==> src/rtl/pcie_msix_irq_sched.sv <==
// pcie_msix_irq_sched: round-robin sharing of the PCIe hard IP MSI-X request
// port between PORTS requesters, with MSI-X table lookup, mask handling and
// retry on fail/timeout.
// Optional build macro: PCIE_MSIX_SCHED_STATS_EN (sent/fail/masked counters).
module pcie_msix_irq_sched #(
  parameter int unsigned PORTS           = 4,
  parameter int unsigned IRQ_INDEX_WIDTH = 11,
  parameter int unsigned ACK_TIMEOUT     = 1024
) (
  input  logic                             clk,
  input  logic                             rst_n,
  input  logic [PORTS*IRQ_INDEX_WIDTH-1:0] s_irq_index,
  input  logic [PORTS-1:0]                 s_irq_valid,
  output logic [PORTS-1:0]                 s_irq_ready,
  output logic                             tbl_rd_en,
  output logic [IRQ_INDEX_WIDTH-1:0]       tbl_rd_addr,
  input  logic [127:0]                     tbl_rd_data,
  input  logic [3:0]                       cfg_interrupt_msix_enable,
  input  logic [3:0]                       cfg_interrupt_msix_mask,
  output logic [63:0]                      cfg_interrupt_msix_address,
  output logic [31:0]                      cfg_interrupt_msix_data,
  output logic                             cfg_interrupt_msix_int,
  input  logic                             cfg_interrupt_msix_sent,
  input  logic                             cfg_interrupt_msix_fail,
  output logic [7:0]                       cfg_interrupt_msi_function_number,
  output logic                             irq_drop,
  output logic                             busy,
  output logic [31:0]                      stat_sent,
  output logic [31:0]                      stat_fail,
  output logic [31:0]                      stat_masked
);

  localparam int unsigned PTR_W  = (PORTS > 1) ? $clog2(PORTS) : 1;
  localparam int unsigned WDOG_W = 16;

  typedef enum logic [2:0] {
    ST_IDLE, ST_TBL_WAIT, ST_CHECK, ST_ISSUE, ST_WAIT_ACK
  } state_t;

  typedef struct packed {
    logic        vmask;
    logic [31:0] data;
    logic [63:0] addr;
  } entry_t;

  state_t              state, state_n;
  logic [PTR_W-1:0]    ptr, grant, cand, arb_port;
  logic                arb_hit;
  entry_t              entry;
  logic [63:0]         msg_addr;
  logic [31:0]         msg_data;
  logic [WDOG_W-1:0]   wdog;
  logic                ev_sent, ev_fail, ev_masked;

  // First valid requester at or after the round-robin pointer
  always_comb begin
    arb_hit  = 1'b0;
    arb_port = '0;
    cand     = '0;
    for (int unsigned i = 0; i < PORTS; i++) begin
      cand = PTR_W'((32'(ptr) + i) % PORTS);
      if (!arb_hit && s_irq_valid[cand]) begin
        arb_hit  = 1'b1;
        arb_port = cand;
      end
    end
  end

  // State register, grant/pointer, captured entry, message and watchdog
  always_ff @(posedge clk) begin
    if (!rst_n) begin
      state    <= ST_IDLE;
      ptr      <= '0;
      grant    <= '0;
      entry    <= '0;
      msg_addr <= '0;
      msg_data <= '0;
      wdog     <= '0;
    end else begin
      state <= state_n;
      if (state == ST_IDLE && arb_hit) begin
        grant <= arb_port;
        ptr   <= PTR_W'((32'(arb_port) + 32'd1) % PORTS);
      end
      if (state == ST_TBL_WAIT) entry <= tbl_rd_data[96:0];
      if (state == ST_CHECK && state_n == ST_ISSUE) begin
        msg_addr <= entry.addr;
        msg_data <= entry.data;
      end
      if (state == ST_ISSUE) wdog <= '0;
      else if (state == ST_WAIT_ACK) wdog <= wdog + WDOG_W'(1);
    end
  end

  // Next-state and per-state strobes
  always_comb begin
    state_n     = state;
    tbl_rd_en   = 1'b0;
    tbl_rd_addr = '0;
    s_irq_ready = '0;
    irq_drop    = 1'b0;
    ev_sent     = 1'b0;
    ev_fail     = 1'b0;
    ev_masked   = 1'b0;
    case (state)
      ST_IDLE: begin
        if (arb_hit) begin
          // Gated so nothing is strobed while reset is held
          tbl_rd_en   = rst_n;
          tbl_rd_addr = s_irq_index[32'(arb_port)*IRQ_INDEX_WIDTH +: IRQ_INDEX_WIDTH];
          state_n     = ST_TBL_WAIT;
        end
      end
      ST_TBL_WAIT: state_n = ST_CHECK;
      ST_CHECK: begin
        if (!cfg_interrupt_msix_enable[0]) begin
          s_irq_ready[grant] = 1'b1;
          irq_drop           = 1'b1;
          state_n            = ST_IDLE;
        end else if (cfg_interrupt_msix_mask[0] || entry.vmask) begin
          // Left pending at the requester; retried on its next turn
          ev_masked = 1'b1;
          state_n   = ST_IDLE;
        end else begin
          state_n = ST_ISSUE;
        end
      end
      ST_ISSUE: state_n = ST_WAIT_ACK;
      ST_WAIT_ACK: begin
        if (cfg_interrupt_msix_sent && !cfg_interrupt_msix_fail) begin
          s_irq_ready[grant] = 1'b1;
          ev_sent            = 1'b1;
          state_n            = ST_IDLE;
        end else if (cfg_interrupt_msix_fail || wdog == WDOG_W'(ACK_TIMEOUT - 1)) begin
          ev_fail = 1'b1;
          state_n = ST_IDLE;
        end
      end
      default: state_n = ST_IDLE;
    endcase
  end

  assign cfg_interrupt_msix_int            = (state == ST_ISSUE);
  assign cfg_interrupt_msix_address        = msg_addr;
  assign cfg_interrupt_msix_data           = msg_data;
  assign cfg_interrupt_msi_function_number = 8'd0;
  assign busy                              = (state != ST_IDLE);

  logic unused_bits;
  assign unused_bits = ^{tbl_rd_data[127:97], cfg_interrupt_msix_enable[3:1],
                         cfg_interrupt_msix_mask[3:1]};

`ifdef PCIE_MSIX_SCHED_STATS_EN
  logic [31:0] sent_cnt, fail_cnt, masked_cnt;

  // Event counters, wrapping at 2^32
  always_ff @(posedge clk) begin
    if (!rst_n) begin
      sent_cnt   <= '0;
      fail_cnt   <= '0;
      masked_cnt <= '0;
    end else begin
      if (ev_sent)   sent_cnt   <= sent_cnt + 32'd1;
      if (ev_fail)   fail_cnt   <= fail_cnt + 32'd1;
      if (ev_masked) masked_cnt <= masked_cnt + 32'd1;
    end
  end

  assign stat_sent   = sent_cnt;
  assign stat_fail   = fail_cnt;
  assign stat_masked = masked_cnt;
`else
  logic unused_ev;
  assign unused_ev   = ^{ev_sent, ev_fail, ev_masked};
  assign stat_sent   = '0;
  assign stat_fail   = '0;
  assign stat_masked = '0;
`endif

endmodule
==> config.mk <==
export PLATFORM = sky130hd
export DESIGN_NAME = pcie_msix_irq_sched
export DESIGN_NICKNAME = d
export VERILOG_FILES = /design/src/rtl/pcie_msix_irq_sched.sv
export SDC_FILE = /design/constraint.sdc
export NUM_CORES = 1
export LEC_CHECK = 0
export CAP_MARGIN = 5
export CELL_PAD_IN_SITES_DETAIL_PLACEMENT = 0
export CELL_PAD_IN_SITES_GLOBAL_PLACEMENT = 2
export CORE_AREA = 2 2 205 207
export DETAILED_ROUTE_END_ITERATION = 8
export DIE_AREA = 0 0 207 209
export PLACE_DENSITY = 0.88
export REMOVE_ABC_BUFFERS = 1
export SLEW_MARGIN = 10
export SYNTH_ARGS = -nofsm -noshare
export SYNTH_HDL_FRONTEND = slang
export SYNTH_SLANG_ARGS = --single-unit
==> constraint.sdc <==
create_clock -name clk -period 2.37 [get_ports clk]
set_input_delay 0.474 -clock clk [delete_from_list [all_inputs] [get_ports clk]]
set_output_delay 0.474 -clock clk [all_outputs]
set_load 0.01 [all_outputs]
Yosys cells after proc, flatten, opt, wreduce, memory -nomap -nowiden
Index checks and enable logic that the tools add are counted.
{ "op_classes": {"add_sub_neg": 5, "mul": 1, "order_cmp": 6, "eq_ne": 6, "n_shift": 1, "n_mux": 33, "n_bitwise": 1, "n_reduce_logical": 16} }
{ "ops": {"columns": ["op", "count"], "rows": [
  ["$shiftx A44 B7 Y11", 1],
  ["$mux W11", 2],
  ["$add A16 B1 Y16 const B", 1],
  ["$eq A16 B10 Y1 const B", 1],
  ["$lt A2 B3 Y1 const B", 5],
  ["$pmux W3 S5", 1],
  ["$mux W1", 13],
  ["$mux W2", 6],
  ["$eq A3 B2 Y1 const B", 3],
  ["$mux W3", 3],
  ["$bmux W1 S2", 4],
  ["$mux W4", 2],
  ["$pmux W4 S2", 1],
  ["$logic_and A1 B1 Y1", 7],
  ["$mul A2 B4 Y6 const B", 1],
  ["$add A2 B1 Y2 const B", 2],
  ["$add A2 B2 Y2 const B", 2],
  ["$logic_not A1 Y1", 4],
  ["$eq A3 B1 Y1 const B", 1],
  ["$eq A3 B3 Y1 const B", 1],
  ["$logic_not A3 Y1", 1],
  ["$reduce_bool A3 Y1", 1],
  ["$demux W1 S2", 1],
  ["$ge A2 B1 Y1 const B", 1],
  ["3 further kinds", 4]
]} }
{ "word_totals": {"register_bits": 216, "inputBits": 188, "output_inout_bits": 219, "elab_cells": 78} }

Depth between registers and ports, before layout
Gate-level depths: netlist of the first run.
{ "depth": {"depth_word": 16, "depth_mapped": 8, "depth_no_buf": 6} }

Least setup slack after synthesis of the first run
Ideal clock, no wire load.
{ "synth_timing": {"path_kind": "input -> output", "startpoint": "in s_irq_valid[2]", "endpoint": "out tbl_rd_addr[1]", "arrival_time_ns": 1.525, "required_ns": 1.896, "setup_slack_ns": 0.371, "path_stages": 6, "n_path_buf": 1, "path_cell_list": "inv_1 > o22ai_1 > a211oi_1 > nand2_1 > clkbuf_1 > o22ai_1"} }
{ "synth_via": {"elab_chain_len": 16, "elab_cells_between_ends": 26, "classes_between": "mul: 1; shift: 1; mux: 18; reduce/logical: 6"} }
{ "synth_lines": {"columns": ["element", "line", "source"], "rows": [
  ["start, declared", "13", "input logic [PORTS-1:0] s_irq_valid,"],
  ["$bmux W1 S2", "62", "if (!arb_hit && s_irq_valid[cand]) begin"],
  ["$mux W1 (not written as such)", "62", null],
  ["$mux W1", "62", null],
  ["$logic_not A1 Y1", "62", null],
  ["$logic_and A1 B1 Y1", "62", null],
  ["$mux W1", "62", null],
  ["$logic_not A1 Y1", "62", null],
  ["$logic_and A1 B1 Y1", "62", null],
  ["$mux W1", "62", null],
  ["$logic_not A1 Y1", "62", null],
  ["$logic_and A1 B1 Y1", "62", null],
  ["$mux W2", "62", null],
  ["$mul A2 B4 Y6", "110", "tbl_rd_addr = s_irq_index[32'(arb_port)*IRQ_INDEX_WIDTH +: IRQ_INDEX_WIDTH];"],
  ["$shiftx A44 B7 Y11", "110", null],
  ["$mux W11 (*)", "107", "if (arb_hit) begin"],
  ["$mux W11 (*)", "105", "case (state)"],
  ["end, declared", "16", "output logic [IRQ_INDEX_WIDTH-1:0] tbl_rd_addr,"]
]} }
Mark *: on every way between the ends. The rest lies on a longest branch, timed or not. The select of a mux whose other input is x is not followed.

Worst setup path in the final report of the first run
{ "layout_timing": {"startpoint": "reg ptr[1]", "endpoint": "out tbl_rd_addr[9]"} }
{ "layout_via": {"elab_chain_len": 16, "elab_cells_between_ends": 29, "classes_between": "add/sub: 3; mul: 1; shift: 1; mux: 18; reduce/logical: 6"} }
{ "layout_lines": {"columns": ["element", "line", "source"], "rows": [
  ["start, declared", "47", "logic [PTR_W-1:0] ptr, grant, cand, arb_port;"],
  ["start signal, assigned", "83", "ptr <= PTR_W'((32'(arb_port) + 32'd1) % PORTS);"],
  ["branches (longest 14 deep; another with $mul A2 B4 Y6)", null, null],
  ["$mux W11 (*)", "107", null],
  ["$mux W11 (*)", "105", null]
]} }
Mark *: on every way between the ends. The select of a mux whose other input is x is not followed.

==> results of run 1 <==
-- critical path, cell delays in order, from the launching register on --
cell and delay (ns):
dfxtp_4 0.36, a21oi_2 0.13, o21ai_2 0.07, a21oi_2 0.19, buf_6 0.13, buf_6 0.12, buf_12 0.11, mux2i_4 0.21
o22ai_2 0.09, buf_2 0.14
-- stage by stage --
step / TNS, ns / total power [mW] / instance area [um^2]
floorplan: -248.73 / 4.600 / 8163
global placement: -7.493 / 5.303 / 11870
detailed placement: -7.921 / 5.313 / 11870
CTS: -1.098 / 9.446 / 12940
global route: -2.335 / 9.783 / 13030
finish: -1.404 / 9.346 / 13030
-- cell type report --
type	instances	area, um^2	area share
flip-flops and latches	216	4333	0.3326
multi-input cells	838	3995	0.3067
repair buffers	317	3143	0.2413
clock buffers	37	730.7	0.05609
well taps	539	674.4	0.05177
clock inverters	8	118.9	0.009125
inverters	7	31.28	0.002401
-- kinds of logic after synthesis --
group                    Yosys count
XOR/XNOR                          14
adder cells (fa/ha/maj)            1
multiplexers                      22
AO/OA/AOI/OAI                    232
flip-flops                       216
buffers and inverters            183
AND/OR/NAND/NOR                  465
other                              1
-- where the power goes --
group | total [mW] | switching (mW) | internal, mW
Sequential | 3.88 | 0.0836 | 3.80
Combinational | 1.51 | 0.788 | 0.727
Clock | 3.95 | 1.50 | 2.45
Total | 9.35 | 2.37 | 6.98
-- cells in the mapped netlist (3+ instances only) --
library cell | instances | area (um^2)
a211oi_1 | 3 | 22.52
buf_6 | 3 | 33.78
inv_1 | 7 | 26.28
o21ai_0 | 7 | 35.03
nand2b_1 | 5 | 31.28
nand3_1 | 6 | 30.03
mux2i_1 | 22 | 220.2
nor3_1 | 7 | 35.03
xor2_1 | 9 | 78.83
o22ai_1 | 12 | 75.07
dfxtp_1 | 216 | 4324
xnor2_1 | 5 | 43.79
nand2_1 | 396 | 1486
and3_1 | 7 | 43.79
nand4_1 | 6 | 37.54
a21oi_1 | 202 | 1011
nor2_1 | 26 | 97.59
clkbuf_1 | 38 | 142.6
buf_2 | 26 | 130.1
buf_4 | 109 | 818.3
-- timing repair --
item | CTS | global route
buffers inserted | 20 | 1
gates resized for setup | 89 | 26
gates cloned | 0 | 1
endpoints found under the hold margin | 0 | 0
pin swaps | 6 | 5
setup endpoints to repair | 18 | 17
hold buffers | 0 | 0
-- state kept, by name, indices dropped and copies added, names as in the netlist --
name,count
entry,97
cfg_interrupt_msix_address,64
cfg_interrupt_msix_data,32
wdog,16
state,3
grant,2
ptr,2
-- worst paths after layout --
check        cells past startpoint                          to      start  slack (ns)
max                              9              tbl_rd_addr[9]     ptr[1]       -0.17
min                              2  cfg_interrupt_msix_data[8]  entry[72]        0.45
max reg2reg                     15                    grant[1]   state[2]        0.37
min reg2reg                      2  cfg_interrupt_msix_data[8]  entry[72]        0.45
-- per-layer routing --
metal	GRT usage	wire, um	vias to the layer above
met5	0	0	-
met2	0.1906	12470	206
li1	-	-	4016
met1	0.1447	11880	3749
met4	0.03596	676	0
met3	0.02810	1390	39
==> flow_summary.json, run 1 <==
{
  "start_kind": "flip-flop",
  "place_hpwl_um": 17000,
  "crit_required_ns": 1.90,
  "critPathMaxFanout": 4,
  "ir_worst_vdd_mv": 0.4084,
  "synth_compound_gate_area_share": 0.1352,
  "fin_util": 0.3155,
  "relSlewSlack": 0.5967,
  "layout.cells.non_filler": 1962,
  "synth_top_family_by_area": "simple AND/OR/NAND/NOR gates",
  "grtUsageTotal": 0.1142,
  "yosys_most_used_dff": "dfxtp_1",
  "synthXorXnorAreaFrac": 0.01378,
  "core_area_um2": 41290,
  "clock.fmax_ghz": 0.3940,
  "antennaDiodeCount": 0,
  "synthMuxAreaShare": 0.02474,
  "synth_edf_count": 0,
  "ant_nets": 0,
  "layout_common_cells": "nand2_1 (396), clkdlybuf4s50_1 (242), dfxtp_1 (213)",
  "cp_data_arrival_time_ns": 2.06,
  "ys_seq_elements": 216,
  "crit_type": "reg2out",
  "portBuffers": 265,
  "period_share": 1.071,
  "worst_slew_pin_slew_ns": 0.6050,
  "syn_to_final_growth_pct": 46.34,
  "grt_first_pass_wirelength_um": 40510,
  "grt_pass1_vias": 7422,
  "status": "finished, violations left",
  "ys_warn_count": 0,
  "drt_iter0_markers": 307,
  "drc_errors": 0,
  "die_x_um": 207,
  "viasPerCell": 4.083,
  "final_common_cell": "nand2_1",
  "synthArstFlopShare": 0,
  "place.gp.congestion": 0.8142,
  "root_buffer": "clkbuf_16",
  "htree_levels": 1,
  "min_period_ns": 2.538,
  "setup_viol": 11,
  "synth_cell_types": 40,
  "clock-sinks": 216,
  "synth.avg_cell_area_um2": 7.849,
  "leakagePower_nw": 4.776,
  "cts_tree": "built",
  "clkLatencyLatePin_ns": 0.52,
  "finalNetCount": 1594,
  "skew_ns": 0.01105,
  "path_clk_slew_ns": 0.06,
  "rsz0062_at_grt": "yes",
  "drv_cap": 0,
  "rows": 75,
  "cts_max_path_buffers": 3,
  "dr.pass1.iters": 4,
  "vias": 8010,
  "holdCritPathClass": "reg2reg",
  "final_hold_viol_count": 0,
  "wirelength_um": 26420,
  "grt_overflow": 0,
  "grt_max_degree": 107,
  "slew_violations": 0,
  "synth-simple-area-share": 0.2093,
  "yosys.area_share.adder": 0.001406,
  "dp_cells": 1896,
  "dieArea_um2": 43260,
  "numCtsBuffers": 25,
  "holdWs_ns": 0.4483,
  "postSynthCellCount": 1134,
  "ios": 407,
  "power.density_nw_per_um2": 717.5,
  "antenna_found_initial": 0,
  "synth_area_um2": 8901,
  "start_util": 0.2156,
  "synth-seq-area-share": 0.4858,
  "setup_slack_ns": -0.1680,
  "final_layout_size_suffix_gt1_frac": 0.1005,
  "die_h_um": 209,
  "violations": "setup timing",
  "end_kind": "output port",
  "fillers": 4426,
  "wl_per_cell_um": 13.46,
  "place_ws_ns": -0.6611
}
Note: power is estimated with default switching activity, not from simulation.
==> inputs of run 2 (changes only) <==
Settings changed: CAP_MARGIN 5 to default.
==> results of run 2 <==
Final layout, timing and power as in run 1 (identical DEF).
==> RTL edit 1, RTL diff (flow settings as in run 2) <==
Put a register stage on the output `s_irq_ready`, cleared by the reset. The value now appears one clock later. The other outputs are not delayed to match.
--- a/src/rtl/pcie_msix_irq_sched.sv
+++ b/src/rtl/pcie_msix_irq_sched.sv
@@ -43,4 +43,6 @@
     logic [63:0] addr;
   } entry_t;
+
+  logic [PORTS-1:0] s_irq_ready_d;
 
   state_t              state, state_n;
@@ -98,5 +100,5 @@
     tbl_rd_en   = 1'b0;
     tbl_rd_addr = '0;
-    s_irq_ready = '0;
+    s_irq_ready_d = '0;
     irq_drop    = 1'b0;
     ev_sent     = 1'b0;
@@ -115,5 +117,5 @@
       ST_CHECK: begin
         if (!cfg_interrupt_msix_enable[0]) begin
-          s_irq_ready[grant] = 1'b1;
+          s_irq_ready_d[grant] = 1'b1;
           irq_drop           = 1'b1;
           state_n            = ST_IDLE;
@@ -129,5 +131,5 @@
       ST_WAIT_ACK: begin
         if (cfg_interrupt_msix_sent && !cfg_interrupt_msix_fail) begin
-          s_irq_ready[grant] = 1'b1;
+          s_irq_ready_d[grant] = 1'b1;
           ev_sent            = 1'b1;
           state_n            = ST_IDLE;
@@ -178,3 +180,11 @@
 `endif
 
+  always_ff @(posedge clk) begin
+    if (!rst_n) begin
+      s_irq_ready <= '0;
+    end else begin
+      s_irq_ready <= s_irq_ready_d;
+    end
+  end
+
 endmodule
Function: not settled (the Yosys comparison gave no result); the edit may change what the design does.
==> RTL edit 1 against run 2 <==
  * The run still ends with setup timing left
  * Sequential share of layout area grew 0.75 points
  * Maximum frequency shrank 1.6%
  * Power grew 1.1%
  * Via count shrank 0.34%
  * Critical path depth shrank 1
  * Worst setup slack lost 0.042 ns
  * Wire length grew 1.8%
  * Cell area shrank 0.38%
  * Non-clock buffer count shrank 11
  * Area after synthesis grew 0.66%
  * Cell count shrank 0.36%
  * Sequential cell count grew 4
  * Clock skew shrank 0.0025 ns
  * Critical endpoint is now tbl_rd_addr[5]
  * Highest routed layer is now met5
==> RTL edit 1: results <==
metrics = {
    "worst_setup_path": {
        "critPathLaunch": "s_irq_valid[3]",
        "critical_path.endpoint": "tbl_rd_addr[5]",
        "worst_r2r_startpoint": "state[2]$_SDFF_PN0_",
        "reg2reg_depth": 7,
        "worst_r2r_endpoint": "cfg_interrupt_msix_address[4]$_SDFFE_PN0P_",
        "worst-endpoint-arrival_ns": 2.11,
        "crit_path_max_fanout": 11,
        "rrSetupSlack_ns": 0.56,
    },
    "worst_hold_path": {
        "min_path_type": "flop to flop",
        "hold-path-endpoint": "cfg_interrupt_msix_data[1]$_SDFFE_PN0P_",
        "whs_path_depth": 2,
        "hold_path.startpoint": "entry[65]$_SDFFE_PN0P_",
    },
    "power_and_ir_drop": {
        "power_leakage_nw": 4.75,
        "peakVddDrop_mv": 0.539,
    },
    "drt": {
        "post_drt_wl_per_cell_um": 13.8,
        "drt-pass1-iter-count": 4,
        "initialDrtViolationCount": 341,
        "vias_per_cell": 4.08,
    },
    "global_routing": {
        "gr-usage-met1_pct": 14.4,
        "grt_pass1_vias": 7510,
        "met3_usage_pct": 3.73,
        "antenna_found_initial": 2,
        "global_route_wire_length_before_repair_um": 41400,
        "maximum_number_of_pins_on_one_net_before_global_route_repair": 81,
        "grt_use_total_pct": 11.7,
        "groute.layer.met2.usage_pct": 19.4,
    },
    "cts": {
        "numCtsBuffers": 27,
        "clk_root_buffer_cell": "sky130_fd_sc_hd__clkbuf_16",
        "htree_levels": 1,
        "worstSkewPairLatency_ns": 0.54,
        "maximum_buffer_depth_of_the_clock_tree": 3,
        "cts.reportedPaths.clkPinSlew_ns": 0.06,
    },
    "final_layout": {
        "final.fill_count": 4417,
        "layout-drive-gt1-share_pct": 8.41,
        "nets": 1586,
        "largest_register_ff_count": 97,
        "register_name_with_the_most_flops": "entry",
    },
    "yosys": {
        "synth-edff-count": 0,
        "synthTopCellsByCount": "sky130_fd_sc_hd__nand2_1 (397), sky130_fd_sc_hd__dfxtp_1 (220), sky130_fd_sc_hd__a21oi_1 (204)",
        "synth_cell_type_count": 39,
        "ys_seq_area_share_pct": 49.2,
        "top_cells_by_area_in_the_synthesized_netlist": "sky130_fd_sc_hd__dfxtp_1 (49%), sky130_fd_sc_hd__nand2_1 (17%), sky130_fd_sc_hd__a21oi_1 (11%), sky130_fd_sc_hd__buf_4 (9.1%), sky130_fd_sc_hd__mux2i_1 (2.6%)",
        "synthArstFlopShare_pct": 0,
        "ys.warnings.count": 0,
    },
    "run_status": {
        "status": "complete, but fails checks",
        "violations": "setup timing",
    },
    "placement": {
        "hpwl_um": 17500,
        "final_weighted_congestion_in_routability_driven_placement": 0.791,
        "port-buffer-count": 265,
    },
    "timing": {
        "finalSetupViolations": 11,
        "worst_slack_ns": -0.210,
        "clock-skew-final_ns": 0.00853,
    },
}
-- RTL edit 1: cell types whose count changed after synthesis, sizes merged, moves of 3 or more --
cell / before / now
clkbuf: 38 / 46
buf: 138 / 132
dfxtp: 216 / 220
xnor2: 5 / 2
-- RTL edit 1: kinds of logic (layout without fill, tap and decap cells) --
group           Yosys count  after routing  share of synthesized area, %
mux                      23             23                          2.57
flops                   220            220                          49.2
other cells               1            105                        0.0419
xor+xnor                 13             13                          1.27
fa+ha+maj                 1              1                         0.140
simple gates            460            460                          20.5
compound gates          233            233                          13.5
buf+inv                 186            361                          12.9
-- RTL edit 1: layout make-up --
cell class              instances  area [um2]  share of cell area [%]
clock inverters                 7        87.6                   0.675
clock buffers                  40         785                    6.05
inverters                       8        35.0                   0.270
multi-input cells             834        3890                    29.9
diodes                          1        2.50                  0.0193
repair buffers                306        3090                    23.8
flip-flops and latches        220        4410                    34.0
well taps                     539         674                    5.20
-- RTL edit 1: layer usage --
layer	wire [um]	vias to the layer above
met4	743	2
met1	11500	3655
met5	12	-
met2	12500	273
met3	2150	46
li1	-	4007
-- RTL edit 1: critical path, cell delays in order --
cell and delay (ns):
sky130_fd_sc_hd__clkdlybuf4s50_1 0.48, sky130_fd_sc_hd__nor2_1 0.31, sky130_fd_sc_hd__a211oi_2 0.07, sky130_fd_sc_hd__buf_4 0.14
sky130_fd_sc_hd__nand2b_1 0.18, sky130_fd_sc_hd__buf_12 0.16, sky130_fd_sc_hd__o22ai_1 0.13, sky130_fd_sc_hd__buf_2 0.16
-- RTL edit 1: timing repair --
action / 4_1_cts / 5_1_grt
gates cloned: 2 / 1
buffers inserted: 6 / 0
setup endpoints to repair: 15 / 13
resized for setup: 68 / 9
pin swaps: 4 / 8
-- RTL edit 1: through the flow --
| step | cell area [um2] | TNS [ns] | std cells | hold WS, ns | setup WS, ns |
|---|---|---|---|---|---|
| 3_3_place_gp | 12000 | -7.15 | 1899 | 0.435 | -0.654 |
| 5_1_grt | 13000 | -3.20 | 1954 | 0.460 | -0.313 |
| 2_1_floorplan | 8220 | -329.29 | 1062 | 0.432 | -2.12 |
| 3_5_place_dp | 12000 | -7.08 | 1899 | 0.442 | -0.663 |
| 6_report | 13000 | -2.09 | 1955 | 0.446 | -0.210 |
| 4_1_cts | 12900 | -2.12 | 1954 | 0.451 | -0.227 |
-- RTL edit 1: power breakdown --
part           switching (mW)  total [mW]  internal (mW)
logic                   0.759        1.43          0.672
registers              0.0860        3.95           3.87
clock network            1.58        4.06           2.48
total                    2.43        9.45           7.02
==> RTL edit 2, RTL diff (settings of run 2) <==
Made on the original files. Set the localparam `WDOG_W` to 20 (it was 16).
--- a/src/rtl/pcie_msix_irq_sched.sv
+++ b/src/rtl/pcie_msix_irq_sched.sv
@@ -32,5 +32,5 @@
 
   localparam int unsigned PTR_W  = (PORTS > 1) ? $clog2(PORTS) : 1;
-  localparam int unsigned WDOG_W = 16;
+  localparam int unsigned WDOG_W = 20;
 
   typedef enum logic [2:0] {
Function: same outputs for any inputs over 4 cycles, from zero or initial values and one cycle with rst_n low; that may be too few to reach the edited logic, so the function may still have changed.
==> RTL edit 2 against run 2 <==
  * The run still ends with setup timing left
  * Register-to-register slack better by 0.20 ns
  * Cell count grew 0.51%
  * Worst setup slack worse by 0.0014 ns
  * Area after synthesis up 8.5%
  * Power up 2.1%
  * Sequential cell count rose by 4
  * Cell area increased by 5.0%
  * Largest cell class is now multi-input gates
  * Largest power group unchanged
  * Highest routed layer unchanged
  * Wire length rose by 3.6%
==> RTL edit 2: results <==
metrics = {
    "worst_setup_path": {
        "critical_path.endpoint": "tbl_rd_addr[3]",
        "crit_path_max_delay_cell_type": "sky130_fd_sc_hd__dfxtp_2",
        "crit_path_max_fanout": 12,
        "rrSetupSlack_ns": 0.57,
        "cpLargestDelayFamily": "compound AO/OA/AOI/OAI gates",
        "reg2reg_depth": 7,
    },
    "drt": {
        "initialDrtViolationCount": 285,
        "vias_per_cell": 4.09,
    },
    "yosys": {
        "top_cells_by_area_in_the_synthesized_netlist": "sky130_fd_sc_hd__dfxtp_1 (46%), sky130_fd_sc_hd__nand2_1 (15%), sky130_fd_sc_hd__a21boi_0 (12%), sky130_fd_sc_hd__buf_4 (8.6%), sky130_fd_sc_hd__a21boi_1 (3.5%)",
        "yosys-mux-area-fraction_pct": 2.38,
        "adder_and_majority_gate_portion_of_the_synthesized_area_pct": 0.130,
        "synth-compound-area-share_pct": 17.3,
        "ys_seq_area_share_pct": 45.6,
        "synthTopCellsByCount": "sky130_fd_sc_hd__nand2_1 (396), sky130_fd_sc_hd__dfxtp_1 (220), sky130_fd_sc_hd__a21boi_0 (149)",
    },
    "cts": {
        "numCtsBuffers": 28,
        "ctsResizeCount": 91,
        "cts_setup_buffers": 10,
        "cts.sinks": 220,
    },
    "final_layout": {
        "num-clock-buffers": 42,
        "signal_buffers": 310,
        "insertedDiodeCount": 1,
        "nets": 1602,
        "signal_buffer_area_fraction_pct": 22.9,
        "post-route-util_pct": 33.1,
        "final.fill_count": 4394,
        "seq-cell-share_pct": 32.2,
        "number_of_non_clock_inverters": 3,
    },
    "worst_hold_path": {
        "hold_path.startpoint": "rst_n",
        "min_path_type": "input port to flop",
    },
    "placement": {
        "hpwl_um": 17600,
        "post_dp_cell_area_mm2": 0.0125,
        "placed_cells_incl_taps": 1904,
    },
    "global_routing": {
        "grt_pass1_vias": 7811,
        "grt_use_total_pct": 12.1,
        "maximum_number_of_pins_on_one_net_before_global_route_repair": 126,
        "antenna_found_initial": 1,
    },
    "power_and_ir_drop": {
        "peakVddDrop_mv": 0.441,
    },
    "timing": {
        "worst_slack_ns": -0.169,
        "finalSetupViolations": 11,
        "hold_slack_ns": 0.443,
        "clock-skew-final_ns": 0.00786,
        "accumulated_negative_setup_slack_ns": -1.40,
    },
    "run_status": {
        "status": "complete, but fails checks",
        "violations": "setup timing",
    },
}
## RTL edit 2: cell types whose count changed in the layout (fill, tap and decap cells not counted), moves of 4 or more
cell / change
sky130_fd_sc_hd__nor2_2: +4
sky130_fd_sc_hd__a21boi_0: +149
sky130_fd_sc_hd__buf_4: -8
sky130_fd_sc_hd__a21oi_1: -190
sky130_fd_sc_hd__clkbuf_2: -4
sky130_fd_sc_hd__clkbuf_16: +4
sky130_fd_sc_hd__nor3_1: -5
sky130_fd_sc_hd__a21boi_1: +45
sky130_fd_sc_hd__and4_1: +6
sky130_fd_sc_hd__xor2_1: +5
## RTL edit 2: routing by layer
metal  share of wire, %  vias to the layer above  GRT usage, %
li1                   -                     4054             -
met3                6.0                       48          3.43
met2                 47                      199          20.3
met4                2.4                        0          3.18
met5                  0                        -             0
met1                 44                     3764          15.1
## RTL edit 2: report_power, final
group	total [mW]	internal (mW)	switching, mW
registers	3.95	3.86	0.0864
logic	1.49	0.731	0.757
clock network	4.11	2.51	1.59
total	9.54	7.11	2.44
